`src/rtl/if_stage_if.sv`:
```
// Instruction-memory fetch bus between the IF stage and imem.
// One outstanding request; im_ready qualifies im_rdata in-cycle.
interface if_stage_if;
    logic        im_req;
    logic [31:0] im_addr;
    logic        im_ready;
    logic [31:0] im_rdata;

    modport master (
        output im_req,
        output im_addr,
        input  im_ready,
        input  im_rdata
    );

    modport slave (
        input  im_req,
        input  im_addr,
        output im_ready,
        output im_rdata
    );
endinterface

```
`src/rtl/if_stage.sv`:
```
// RV32I instruction-fetch stage: PC, next-PC select, imem
// handshake, one-entry hold buffer and the IF/ID register.
module if_stage #(
    parameter logic [31:0] RESET_PC  = 32'h0000_0000,
    parameter logic [31:0] NOP_INSTR = 32'h0000_0013
) (
    input  logic        clk,
    input  logic        rst,
    input  logic        PCWrite,
    input  logic        IFID_RegWrite,
    input  logic        InstrFlush,
    input  logic [1:0]  BranchCtrl,
    input  logic [31:0] pc_imm,
    input  logic [31:0] pc_jalr,
    if_stage_if.master  im,
    output logic [31:0] ID_pc,
    output logic [31:0] ID_instr,
    output logic        ID_valid
);

    typedef enum logic [1:0] {
        S_FETCH = 2'd0,
        S_HOLD  = 2'd1,
        S_DROP  = 2'd2
    } state_t;

    state_t      state_q;
    logic [31:0] pc_q;
    logic [31:0] req_addr_q;
    logic [31:0] hold_instr_q;
    logic [31:0] hold_pc_q;
    logic [31:0] id_pc_q;
    logic [31:0] id_instr_q;
    logic        id_valid_q;

    logic        redirect_d;
    logic        stall_d;
    logic [31:0] target_d;
    logic [31:0] pc_inc_d;
    logic [31:0] addr_sel_d;

    // Control decode and next-PC candidates.
    always_comb begin
        redirect_d = |BranchCtrl;
        stall_d    = !IFID_RegWrite || !PCWrite;
        target_d   = (BranchCtrl == 2'b01) ? pc_imm : pc_jalr;
        target_d   = target_d & 32'hFFFF_FFFC;
        pc_inc_d   = pc_q + 32'd4;
        addr_sel_d = (state_q == S_DROP) ? req_addr_q : pc_q;
    end

    // Fetch bus drive: DROP keeps the abandoned request alive
    // until memory answers so the handshake is never broken.
    assign im.im_req  = rst && (state_q != S_HOLD);
    assign im.im_addr = {addr_sel_d[31:2], 2'b00};

    assign ID_pc    = id_pc_q;
    assign ID_instr = id_instr_q;
    assign ID_valid = id_valid_q;

    // FSM, PC, hold buffer and IF/ID register.
    always_ff @(posedge clk) begin
        if (!rst) begin
            state_q      <= S_FETCH;
            pc_q         <= {RESET_PC[31:2], 2'b00};
            req_addr_q   <= '0;
            hold_instr_q <= NOP_INSTR;
            hold_pc_q    <= '0;
            id_pc_q      <= '0;
            id_instr_q   <= NOP_INSTR;
            id_valid_q   <= 1'b0;
        end else if (redirect_d) begin
            pc_q         <= target_d;
            id_pc_q      <= '0;
            id_instr_q   <= NOP_INSTR;
            id_valid_q   <= 1'b0;
            hold_instr_q <= NOP_INSTR;
            hold_pc_q    <= '0;
            unique case (state_q)
                S_FETCH: begin
                    if (!im.im_ready) begin
                        state_q    <= S_DROP;
                        req_addr_q <= pc_q;
                    end
                end
                S_HOLD: state_q <= S_FETCH;
                S_DROP: begin
                    if (im.im_ready) begin
                        state_q <= S_FETCH;
                    end
                end
                default: state_q <= S_FETCH;
            endcase
        end else if (stall_d) begin
            unique case (state_q)
                S_FETCH: begin
                    if (im.im_ready) begin
                        state_q      <= S_HOLD;
                        hold_instr_q <= im.im_rdata;
                        hold_pc_q    <= pc_q;
                    end
                end
                S_HOLD: state_q <= S_HOLD;
                S_DROP: begin
                    if (im.im_ready) begin
                        state_q <= S_FETCH;
                    end
                end
                default: state_q <= S_FETCH;
            endcase
        end else begin
            unique case (state_q)
                S_FETCH: begin
                    if (im.im_ready && !InstrFlush) begin
                        id_pc_q    <= pc_q;
                        id_instr_q <= im.im_rdata;
                        id_valid_q <= 1'b1;
                        pc_q       <= pc_inc_d;
                    end else begin
                        id_pc_q    <= '0;
                        id_instr_q <= NOP_INSTR;
                        id_valid_q <= 1'b0;
                    end
                end
                S_HOLD: begin
                    state_q <= S_FETCH;
                    if (!InstrFlush) begin
                        id_pc_q    <= hold_pc_q;
                        id_instr_q <= hold_instr_q;
                        id_valid_q <= 1'b1;
                        pc_q       <= pc_inc_d;
                    end else begin
                        id_pc_q    <= '0;
                        id_instr_q <= NOP_INSTR;
                        id_valid_q <= 1'b0;
                    end
                end
                S_DROP: begin
                    id_pc_q    <= '0;
                    id_instr_q <= NOP_INSTR;
                    id_valid_q <= 1'b0;
                    if (im.im_ready) begin
                        state_q <= S_FETCH;
                    end
                end
                default: state_q <= S_FETCH;
            endcase
        end
    end

endmodule

```
`src/flat_wrapper.sv`:
```
// flat-port wrapper written by rule: the top's interface ports become plain ports
module if_stage_flat 
#(
    parameter logic [31:0] RESET_PC  = 32'h0000_0000,
    parameter logic [31:0] NOP_INSTR = 32'h0000_0013
)
  (clk, rst, PCWrite, IFID_RegWrite, InstrFlush, BranchCtrl, pc_imm, pc_jalr, ID_pc, ID_instr, ID_valid, im_im_req, im_im_addr, im_im_ready, im_im_rdata);
  if_stage_if im_i ();
  input  logic clk;
  input  logic rst;
  input  logic PCWrite;
  input  logic IFID_RegWrite;
  input  logic InstrFlush;
  input  logic [1:0] BranchCtrl;
  input  logic [31:0] pc_imm;
  input  logic [31:0] pc_jalr;
  output logic [31:0] ID_pc;
  output logic [31:0] ID_instr;
  output logic ID_valid;
  output wire logic [$bits(im_i.im_req)-1:0] im_im_req;
  output wire logic [$bits(im_i.im_addr)-1:0] im_im_addr;
  input wire logic [$bits(im_i.im_ready)-1:0] im_im_ready;
  input wire logic [$bits(im_i.im_rdata)-1:0] im_im_rdata;
  assign im_im_req = im_i.im_req;
  assign im_im_addr = im_i.im_addr;
  assign im_i.im_ready = im_im_ready;
  assign im_i.im_rdata = im_im_rdata;
  if_stage #(.RESET_PC(RESET_PC), .NOP_INSTR(NOP_INSTR)) u_core (.clk(clk), .rst(rst), .PCWrite(PCWrite), .IFID_RegWrite(IFID_RegWrite), .InstrFlush(InstrFlush), .BranchCtrl(BranchCtrl), .pc_imm(pc_imm), .pc_jalr(pc_jalr), .im(im_i), .ID_pc(ID_pc), .ID_instr(ID_instr), .ID_valid(ID_valid));
endmodule
```
`config.mk`:
```
export PLATFORM = sky130hd
export DESIGN_NAME = if_stage_flat
export DESIGN_NICKNAME = d
export VERILOG_FILES = /design/src/rtl/if_stage_if.sv /design/src/rtl/if_stage.sv /design/src/flat_wrapper.sv
export SDC_FILE = /design/constraint.sdc
export NUM_CORES = 1
export LEC_CHECK = 0
export ABC_AREA = 1
export CORE_ASPECT_RATIO = 0.5
export CORE_MARGIN = 1
export CORE_UTILIZATION = 60
export DETAILED_ROUTE_END_ITERATION = 6
export DONT_BUFFER_PORTS = 1
export GPL_TIMING_DRIVEN = 0
export HOLD_SLACK_MARGIN = 0.08
export PLACE_DENSITY = 0.84
export SLEW_MARGIN = 15
export SYNTH_ARGS = -nofsm -noshare
export SYNTH_HDL_FRONTEND = slang
export SYNTH_SLANG_ARGS = --single-unit
export TNS_END_PERCENT = 1
```
`constraint.sdc`:
```
create_clock -name clk -period 2.2 [get_ports clk]
set_input_delay 0.33 -clock clk [delete_from_list [all_inputs] [get_ports clk]]
set_output_delay 0.33 -clock clk [all_outputs]
set_load 0.02 [all_outputs]
```
After elaboration in Yosys (flattened, before gate mapping)
Index checks and enable logic that the tools add are counted.
{"block": "classes", "n_addsub": 1, "n_eq_ne": 12, "mux": 24, "bitwise_logic": 3, "reduce_logical": 18}
{"operator": "32-bit 2-to-1 mux", "count": 10}
{"operator": "32-bit case mux with 3 select lines", "count": 2}
{"operator": "32-bit case mux with 2 select lines", "count": 1}
{"operator": "32-bit by 3-bit adder with 32-bit output (second input constant)", "count": 1}
{"operator": "2-bit 2-to-1 mux", "count": 5}
{"operator": "3-bit AND reduction", "count": 3}
{"operator": "2-bit case mux with 2 select lines", "count": 2}
{"operator": "4-bit AND reduction", "count": 2}
{"operator": "2-bit by 1-bit != test with 1-bit output (second input constant)", "count": 3}
{"operator": "3-bit by 1-bit != test with 1-bit output (second input constant)", "count": 2}
{"operator": "3-bit by 2-bit != test with 1-bit output (second input constant)", "count": 2}
{"operator": "2-bit case mux with 3 select lines", "count": 1}
{"operator": "3-bit nonzero test", "count": 2}
{"operator": "2-bit by 1-bit == test with 1-bit output (second input constant)", "count": 2}
{"operator": "1-bit logical NOT", "count": 3}
{"operator": "3-bit != test (second input constant)", "count": 1}
{"operator": "1-bit inverter", "count": 3}
{"operator": "1-bit case mux with 3 select lines", "count": 1}
{"operator": "3-bit OR reduction", "count": 1}
{"operator": "2-bit == test (second input constant)", "count": 1}
{"operator": "1-bit logical AND", "count": 2}
{"operator": "2-bit logical NOT", "count": 1}
{"operator": "1-bit 2-to-1 mux", "count": 2}
{"operator": "2-bit != test (second input constant)", "count": 1}
{"operator": "other kinds (4)", "count": 4}
{"block": "totals", "ff_bits": 195, "in_bits": 104, "out_inout_bits": 98, "elab_cells": 67}

Depth between registers and ports, before layout
Gate-level depths: netlist of the first run.
{"block": "logic_depth", "word_depth": 6, "ltp_mapped": 10, "ltp_nobuf": 9}

Worst setup path after synthesis of the first run
OpenSTA, ideal clock, no wires.
{"block": "synth_timing", "path_kind": "flip-flop to output port", "from": "register u_core.state_q[0]", "to": "output port im_im_addr[10]", "arrival_ns": 1.432, "required_time_ns": 1.870, "slack_ns": 0.438, "path_stages_with_launch": 6, "path_buffers": 2, "path_cell_list": "dfxtp_1 -> inv_1 -> ha_1 -> clkbuf_1 -> clkbuf_1 -> o21ai_0"}
{"block": "synth_between", "elab_chain_cells": 2}
{"element": "start: declaration", "line": "if_stage.sv:27", "source": "state_t state_q;"}
{"element": "start signal: assignment", "line": "if_stage.sv:64", "source": "state_q <= S_FETCH;"}
{"element": "start signal: assignment", "line": "if_stage.sv:82", "source": "state_q <= S_DROP;"}
{"element": "start signal: assignment", "line": "if_stage.sv:86", "source": "S_HOLD: state_q <= S_FETCH;"}
{"element": "2-bit == test", "line": "if_stage.sv:49", "source": "addr_sel_d = (state_q == S_DROP) ? req_addr_q : pc_q;"}
{"element": "32-bit 2-to-1 mux", "line": "if_stage.sv:49"}
{"element": "end: declaration", "line": "flat_wrapper.sv:21", "source": "output wire logic [$bits(im_i.im_addr)-1:0] im_im_addr;"}
No other way between the ends.

Worst setup path after layout of the first run
{"block": "layout_timing", "from": "register u_core.state_q[0]", "to": "register u_core.id_instr_q[17], in the netlist u_core.ID_instr[17]"}
{"block": "layout_between", "elab_chain_cells": 3, "elab_cells_between_ends": 6, "cone_classes": "eq/ne (2); mux (1); reduce/logical (3)"}
{"element": "2-bit by 1-bit == test with 1-bit output, or another cell as far along", "line": "if_stage.sv:112", "source": "unique case (state_q)"}
{"element": "3-bit nonzero test (no source line)"}
{"element": "2-bit AND reduction (no source line)"}
{"element": "end signal: assignment", "line": "if_stage.sv:116", "source": "id_instr_q <= im.im_rdata;"}
{"element": "end signal: assignment", "line": "if_stage.sv:129", "source": "id_instr_q <= hold_instr_q;"}
{"element": "end: declaration", "line": "if_stage.sv:33", "source": "logic [31:0] id_instr_q;"}
Parallel ways exist; a longest one is shown, timed or not.
A chain may end at the register's enable or synchronous reset.

==> results of run 1 <==
state kept, by name, indices dropped and copies added (netlist names):
name                 count
u_core.ID_instr         32
u_core.hold_instr_q     32
u_core.ID_pc            30
u_core.hold_pc_q        30
u_core.pc_q             30
u_core.req_addr_q       30
u_core.state_q           2
u_core.ID_valid          1
final timing paths:
path / cells past startpoint / from / endpoint
setup / recovery: 7 / u_core.state_q[0] / u_core.ID_instr[17]
hold / removal: 2 / im_im_rdata[29] / u_core.hold_instr_q[29]
setup reg to reg: 7 / u_core.state_q[0] / u_core.ID_instr[17]
hold reg to reg: 2 / u_core.hold_instr_q[0] / u_core.hold_instr_q[0]
worst max-delay path: cells and delay by family (launching register included):
| kind | cells | cell delay (ps) |
|---|---|---|
| compound gates | 2 | 340 |
| fa+ha+maj | 1 | 330 |
| buf+inv | 2 | 570 |
| flops | 1 | 410 |
| simple gates | 2 | 460 |
power by group through the flow:
stage / combinational (mW) / clock (mW) / sequential [mW]
2_1_floorplan: 0.744 / 0 / 3.72
3_3_place_gp: 0.962 / 0 / 3.74
3_5_place_dp: 0.985 / 0 / 3.75
4_1_cts: 1.15 / 3.16 / 3.67
5_1_grt: 1.28 / 3.31 / 3.69
6_report: 1.20 / 3.19 / 3.68
layer usage:
metal | vias up | part of all wire [%] | global-route usage [%]
met3 | 61 | 11 | 10.3
li1 | 4161 | - | -
met2 | 541 | 45 | 58.7
met4 | 0 | 2.0 | 12.4
met1 | 4176 | 42 | 48.2
met5 | - | 0 | 0
stage by stage:
stage	cell area, um^2	utilization [%]	std cells	worst slack (ps)
6_report	10100	73.3	1430	23.2
5_1_grt	10100	73.3	1430	-77.7
4_1_cts	10100	73.2	1430	41.4
3_5_place_dp	8820	64.2	1370	-10.7
3_3_place_gp	8820	64.2	1370	18.4
2_1_floorplan	8580	-	1178	438
repair_timing:
action / CTS / global route
gates cloned: 0 / 0
hold buffers: 29 / 0
endpoints found under the hold margin: 29 / 0
resized for setup: 97 / 2
endpoints found under the setup margin: 30 / 52
placed cells by master, fill, tap and decap left out, types with 3 or more instances in the layout:
master	n
a21oi_1	218
a22o_1	27
a32oi_1	26
buf_2	26
buf_4	9
clkbuf_1	48
clkbuf_16	17
clkbuf_2	3
clkbuf_8	3
clkinv_8	5
conb_1	4
dfxtp_1	187
dlygate4sd3_1	29
ha_1	4
inv_1	58
inv_6	5
nand2_1	135
nand3_1	47
nor2_1	135
nor2_4	4
o21ai_0	185
o21ai_1	3
o21ai_2	5
o21ai_4	25
o221ai_1	3
area by class of cell:
cell class / instances / share of cell area [%]
Clock inverter: 15 / 1.88
Multi-Input combinational cell: 838 / 44.7
Sequential cell: 187 / 37.2
Buffer: 91 / 4.46
Tap cell: 192 / 2.39
Timing Repair Buffer: 29 / 2.88
Clock buffer: 17 / 4.23
Inverter: 61 / 2.28
logic make-up (layout without fill, tap and decap cells):
logic type / count (synthesis) / after routing / synth area share, %
flops: 187 / 187 / 43.7
buf+inv: 153 / 213 / 7.56
compound gates: 496 / 496 / 31.7
simple gates: 331 / 331 / 16.1
fa+ha+maj: 5 / 5 / 0.730
other cells: 1 / 4 / 0.0438
xor+xnor: 2 / 2 / 0.204
==> flow_metrics.tcl, run 1 <==
set metrics [dict create \
    critical_path_arrival_ps 2540 \
    clock_latency_ps 440 \
    dr.pass1.iters 5 \
    grt-ovfl-total 0 \
    cts_setup_buffers 0 \
    seq_area_frac_synth_pct 43.7 \
    seq_power_share_pct 45.6 \
    ys_warn_count 0 \
    power_mw 8.06 \
    port_buffers 0 \
    die_width_um 171 \
    maxCapViolCount 0 \
    power_frac_comb_pct 14.9 \
    antenna_cells 0 \
    ir_drop_mv 0.586 \
    async_flop_share_pct 0 \
    antenna_left 0 \
    clock_path_buffers 2 \
    fin_nets 1334 \
    report.final.slew_viol_count 0 \
    grt_pass1_wl_mm 42.2 \
    viasPerCell 6.25 \
    place_congestion 0.996 \
    top_level_ports 202 \
    slew_headroom_pct 63.0 \
    yosys-top-cells-count "a21oi_1, o21ai_0, dfxtp_1" \
    hold_viol 0 \
    rsz0062_at_grt "yes" \
    status "completed" \
    grt_usage_pct 36.8 \
    fin_crit_sh_pct 98.9 \
    cp-start-kind "flop" \
    synthToLayoutAreaGrowth_pct 17.4 \
    die-area_um2 14800 \
    synth_most_common_cell "a21oi_1" \
    hold_slack_ps 71.9 \
    fp.coreArea_um2 13700 \
    p_leak_nw 3.68 \
    yosys_register_bits 187 \
    reg2reg_slack_ps 20 \
    fillers 1084 \
    start_util_pct 62.4 \
    numCtsBuffers 17 \
    routed_wl_mm 27.6 \
    multi_input_area_um2 4500 \
    row_count 30 \
    fp.dieH_um 86.5 \
    setup_viol 0 \
    routedWlPerCell_um 19.3 \
    regArea_um2 3740 \
    via_count 8939 \
    switching_share_pct 32.3 \
    cts_tree "done" \
    synth_ff_type "dfxtp_1" \
    hpwl_mm 18.5 \
    drive_above_1_share_pct 9.45 \
    p_int_mw 5.46 \
    synth_cell_types 34 \
    critPathKind "reg -> reg" \
    min_path_type "in -> reg" \
    grt_max_degree 22 \
    layout_min_cycle_time_ps 2180 \
    required_ps 2560 \
    drt_iter0_drc 1036 \
    synth_area_leader_cell "dfxtp_1" \
    syn_avg_cell_area_um2 7.29 \
    grt_pass1_vias 8288 \
    fin_skew_ps 13.3 \
    htreeDepth 4 \
    fin_tns_setup_ps 0 \
    crit_path_cell_trace "inv_1 > ha_1 > nand2_1 > nor2_1 > clkbuf_1 > a32oi_1 > a21oi_1" \
    yosys.area.top_type_share_pct 43.7 \
    synth_edf_count 0 \
    max_freq_mhz 459 \
    pwr-share-clk_pct 39.5 \
    synth_cells 1175 \
    clock-sinks 187 \
    critPathSlowestCell "clkbuf_1" \
    endpoint_kind "flop" \
    cellPowerDensity_nw_per_um2 801 \
    cts-root-buf "clkbuf_16" \
    cts.clk_slew.worst_paths_ps 80 \
    drc 0 \
    tightest_slew_ps 552 \
    crit_fanout 10 \
    cpPeakStageDelay_ps 460 \
    synth_area_um2 8570 \
    power.switching_mw 2.61 \
    synthTopCellsByArea "dfxtp_1, a21oi_1, o21ai_0" \
    antenna_found_initial 0 \
]
No activity file was read; power rests on OpenSTA's default activity.
==> run 2, diff against run 1 <==
Settings changed: CORE_UTILIZATION 60 to 50, DONT_BUFFER_PORTS 1 to default, PLACE_DENSITY 0.84 to 0.88.
==> run 2 against run 1 <==
Net effect: the run now ends with setup timing left; register-to-register slack improved by 70 ps; via count rose by 7.4%; die area rose by 20%; setup slack got worse by 150 ps; fmax fell by 6.3%; critical path depth fell by 2; global-route usage fell by 5.2 points; first-iteration DRC count rose by 15%; combinational power rose by 15%; sequential power barely moved; flip-flop and latch count did not move; core utilization fell by 4.5 points; largest power group unchanged.
==> flow_metrics.tcl, run 2 (synthesis results as in run 1) <==
set metrics [dict create \
    status "complete, but fails checks" \
    violations "setup timing" \
    antenna_left 0 \
    grt_max_degree 19 \
    placed_area_um2 10800 \
    dr.pass1.iters 7 \
    hold_viol 0 \
    regArea_um2 3740 \
    min_path_type "in -> reg" \
    fp.coreArea_um2 16600 \
    most-common-layout-cells "a21oi_1, o21ai_0, dfxtp_1" \
    cp-start-kind "flop" \
    fp.dieH_um 94.6 \
    row_count 33 \
    routedWlPerCell_um 17.5 \
    start_util_pct 51.8 \
    crit_fanout 10 \
    slew_headroom_pct 65.3 \
    critical_path_arrival_ps 1990 \
    required_ps 1870 \
    htreeDepth 4 \
    final_area_um2 11400 \
    final_common_cell "a21oi_1" \
    use_met2_pct 53.0 \
    utilization_pct 68.8 \
    top_level_ports 202 \
    die-area_um2 17700 \
    cellPowerDensity_nw_per_um2 729 \
    port_buffers 193 \
    routed_wl_mm 28.6 \
    cts.clk_slew.worst_paths_ps 80 \
    antenna_found_initial 0 \
    numCtsBuffers 17 \
    endpoint_kind "primary output" \
    layout_min_cycle_time_ps 2320 \
    hold_buffers 0 \
    multi_input_area_um2 4200 \
    critPathKind "reg -> out" \
    viasPerCell 5.90 \
    fin_ws_ps -124 \
    grt_pass1_vias 8986 \
    setup_viol 24 \
    report.final.slew_viol_count 0 \
    cts_setup_buffers 0 \
    synthToLayoutAreaGrowth_pct 32.9 \
    grt_usage_pct 31.6 \
    clock_path_buffers 2 \
    rsz0062_at_grt "yes" \
    grt_pass1_wl_mm 44.7 \
    antenna_cells 0 \
    fillers 1323 \
    tightest_slew_ps 518 \
    via_count 9603 \
    dp_cells 1598 \
    drt_iter0_drc 1188 \
    drive_above_1_share_pct 7.56 \
    cts_tree "done" \
    fin_tns_setup_ps -1540 \
    met3_usage_pct 7.21 \
    fin_crit_sh_pct 106 \
    place_congestion 0.991 \
    hpwl_mm 20.2 \
    ir_drop_mv 0.522 \
    grt-ovfl-total 0 \
    fin_cells 1629 \
    fin_nets 1498 \
    cts-root-buf "clkbuf_16" \
    clock_latency_ps 440 \
    dp_slack_ps -277 \
    met1_usage_pct 40.2 \
    p_leak_nw 4.22 \
    grt-busiest-layer "met2" \
    die_width_um 187 \
    clock-sinks 187 \
    max_freq_mhz 430 \
    fin_skew_ps 12.2 \
    maxCapViolCount 0 \
    drc 0 \
]
## run 2: repair_timing
item                                    CTS  global route
pin swaps                                 0             0
resized for setup                        70            51
endpoints found under the setup margin   31            76
## run 2: metal layers
metal	vias to the layer above	routed length (um)
li1	4491	-
met5	-	0
met2	564	13100
met1	4476	11800
met3	72	2980
met4	0	607
## run 2: final cells by class
cell class / count / share of cell area, %
Sequential cell: 187 / 32.9
Inverter: 61 / 2.04
Buffer: 91 / 3.76
Tap cell: 227 / 2.49
Clock inverter: 14 / 1.55
Multi-Input combinational cell: 838 / 36.9
Clock buffer: 18 / 3.77
Timing Repair Buffer: 193 / 16.6
## run 2: worst max-delay path, cell delays in order (launching register included)
cell and delay (ps):
dfxtp_1 400, inv_1 110, ha_2 260, clkbuf_2 220
o21ai_1 270, clkdlybuf4s15_2 300
## run 2: path summary, 6_finish.rpt
kind	start	end	slack [ps]	depth (start not counted)
worst min-delay path	im_im_rdata[27]	u_core.hold_instr_q[27]	460	3
worst max-delay path	u_core.state_q[0]	im_im_addr[20]	-120	5
worst max register to register	u_core.state_q[0]	u_core.ID_pc[13]	90	7
worst min register to register	u_core.hold_instr_q[1]	u_core.hold_instr_q[1]	480	2
## run 2: report_power, final
part	internal, mW	leakage (nW)	switching (mW)	total, mW
registers	3.53	1.52	0.121	3.66
logic	0.527	2.40	0.856	1.38
clock network	1.73	0.299	1.53	3.26
total	5.79	4.22	2.51	8.30
## run 2: per-stage QoR
| step | hold slack [ps] | power [mW] |
|---|---|---|
| after CTS | 460 | 8.23 |
| after global routing | 492 | 8.53 |
| after detailed placement | 460 | 5.09 |
| after floorplan | 442 | 4.46 |
| final | 461 | 8.30 |
| after global placement | 451 | 5.04 |
==> run 3, diff against run 2 <==
--- a/config.mk
+++ b/config.mk
@@ -15,2 +15,3 @@
 export PLACE_DENSITY = 0.88
+export SETUP_SLACK_MARGIN = 0.1
 export SLEW_MARGIN = 15
==> constraint.sdc (replaced) <==
create_clock -name clk -period 2.2 [get_ports clk]
set_input_delay 0.44 -clock clk [delete_from_list [all_inputs] [get_ports clk]]
set_output_delay 0.44 -clock clk [all_outputs]
set_load 0.02 [all_outputs]
==> run 3 against run 2 <==
Net effect: the flow now finishes without violations; design area increased by 3.4%; core utilization increased by 2.3 points; clock skew decreased by 2.5 ps; non-clock buffer count increased by 7; largest cell class unchanged; count of clock-buffer cells in the layout unchanged; worst hold slack improved by 20 ps; total power increased by 2.5%; critical endpoint is now im_im_addr[5].
==> flow_metrics.tcl, run 3 (synthesis results as in run 1) <==
set metrics [dict create \
    required_ps 1760 \
    fp.dieH_um 94.6 \
    hold_viol 0 \
    antenna_cells 0 \
    fin_skew_ps 9.61 \
    crit_fanout 5 \
    report.final.slew_viol_count 0 \
    grt_usage_pct 33.6 \
    clock_path_buffers 2 \
    htreeDepth 4 \
    hold_buffers 0 \
    rsz0062_at_grt "yes" \
    grt_pass1_vias 9351 \
    regArea_um2 3750 \
    regToRegStartpoint "u_core.state_q[1]" \
    cp-start-kind "flop" \
    top_level_ports 202 \
    min_path_type "reg -> reg" \
    fin_crit_sh_pct 98.7 \
    grt_max_degree 19 \
    hpwl_mm 20.2 \
    via_count 9831 \
    ir_drop_mv 0.527 \
    final_common_cell "a21oi_1" \
    antenna_found_initial 0 \
    drt_iter0_drc 1320 \
    most-common-layout-cells "a21oi_1, o21ai_0, dfxtp_1" \
    start_util_pct 51.8 \
    viasPerCell 6.01 \
    dp_slack_ps -387 \
    routed_wl_mm 30.2 \
    fin_nets 1505 \
    cts.clk_slew.worst_paths_ps 70 \
    fillers 1258 \
    reg2reg_to "u_core.ID_pc[13]" \
    setup_viol 0 \
    dr.pass1.iters 7 \
    numCtsBuffers 17 \
    cts-root-buf "clkbuf_16" \
    critical_path_arrival_ps 1730 \
    reg2reg_depth 8 \
    drc 0 \
    fp.coreArea_um2 16600 \
    max_freq_mhz 461 \
    synthToLayoutAreaGrowth_pct 37.3 \
    reg2reg_slack_ps 90 \
    holdPathStages 2 \
    port_buffers 193 \
    cellPowerDensity_nw_per_um2 723 \
    multi_input_area_um2 4390 \
    p_leak_nw 4.39 \
    antenna_left 0 \
    grt_pass1_wl_mm 47.3 \
    endpoint_kind "primary output" \
    clock_latency_ps 440 \
    grt-ovfl-total 0 \
    layout_min_cycle_time_ps 2170 \
    dp_cells 1598 \
    cts_tree "done" \
    die_width_um 187 \
    place_congestion 0.991 \
    status "completed" \
    fin_cells 1636 \
    maxCapViolCount 0 \
    min_from "u_core.hold_instr_q[1]" \
    power_mw 8.51 \
    critPathKind "reg -> out" \
    drive_above_1_share_pct 11.4 \
    clock-sinks 187 \
    row_count 33 \
    routedWlPerCell_um 18.4 \
    die-area_um2 17700 \
    fin_ws_ps 29.1 \
    holdPathEnd "u_core.hold_instr_q[1]" \
]
==> run 3: changes by cell type in the layout (fill, tap and decap cells not counted), moves of 11 or more <==
cell     before  now
buf_4         9   27
o21ai_0     204  186
buf_6         1   13
o21ai_4       0   11
==> run 3: worst max-delay path by stage <==
| stage | from | to | slack (ps) | depth (start not counted) |
|---|---|---|---|---|
| 3_3_place_gp | u_core.state_q[0] | im_im_addr[14] | -350 | 7 |
| 5_1_grt | BranchCtrl[1] | u_core.hold_pc_q[12] | 40 | 8 |
| 6_report | u_core.state_q[0] | im_im_addr[5] | 30 | 6 |
| 4_1_cts | u_core.state_q[1] | u_core.ID_pc[13] | 100 | 8 |
| 2_1_floorplan | u_core.state_q[0] | im_im_addr[10] | 330 | 5 |
| 3_5_place_dp | u_core.state_q[0] | im_im_addr[14] | -390 | 7 |
==> run 3: power breakdown <==
group | internal [mW] | switching (mW)
Clock | 1.73 | 1.54
Sequential | 3.53 | 0.130
Combinational | 0.628 | 0.936
==> run 3: what timing repair did <==
action	4_1_cts	5_1_grt
resized for setup	285	12
hold endpoints to repair	0	0
pin swaps	4	1
endpoints found under the setup margin	38	99
setup buffers	2	1
gates cloned	3	0
==> run 3: metal layers <==
layer / vias to the layer above / track usage [%] / wire length (um)
li1: 4496 / - / -
met1: 4557 / 41.4 / 11800
met4: 0 / 15.3 / 919
met5: - / 0 / 0
met2: 676 / 55.9 / 14000
met3: 102 / 8.66 / 3500
==> run 3: layout make-up <==
class	instances	share of cell area, %
buffer	92	4.59
clock buffer	18	3.65
clock inverter	14	1.50
inverter	61	1.98
multi-input combinational	838	37.3
sequential	187	31.8
tap	227	2.41
timing repair buffer	199	16.7
==> run 3: through the flow <==
stage	instance area (um^2)	setup TNS [ps]	hold WS [ps]	util (%)
finish	11800	0	480	71.1
global route	11800	0	503	71.1
CTS	11700	0	482	70.9
detailed placement	10800	-25400	460	65.2
global placement	10800	-18840	451	65.2
floorplan	8580	0	442	-
==> run 3: worst max-delay path, stage by stage, from the launching register on <==
cell	delay, ps
dfxtp_2	340
inv_2	60
ha_4	170
buf_8	140
clkbuf_16	150
o21ai_0	220
buf_2	210
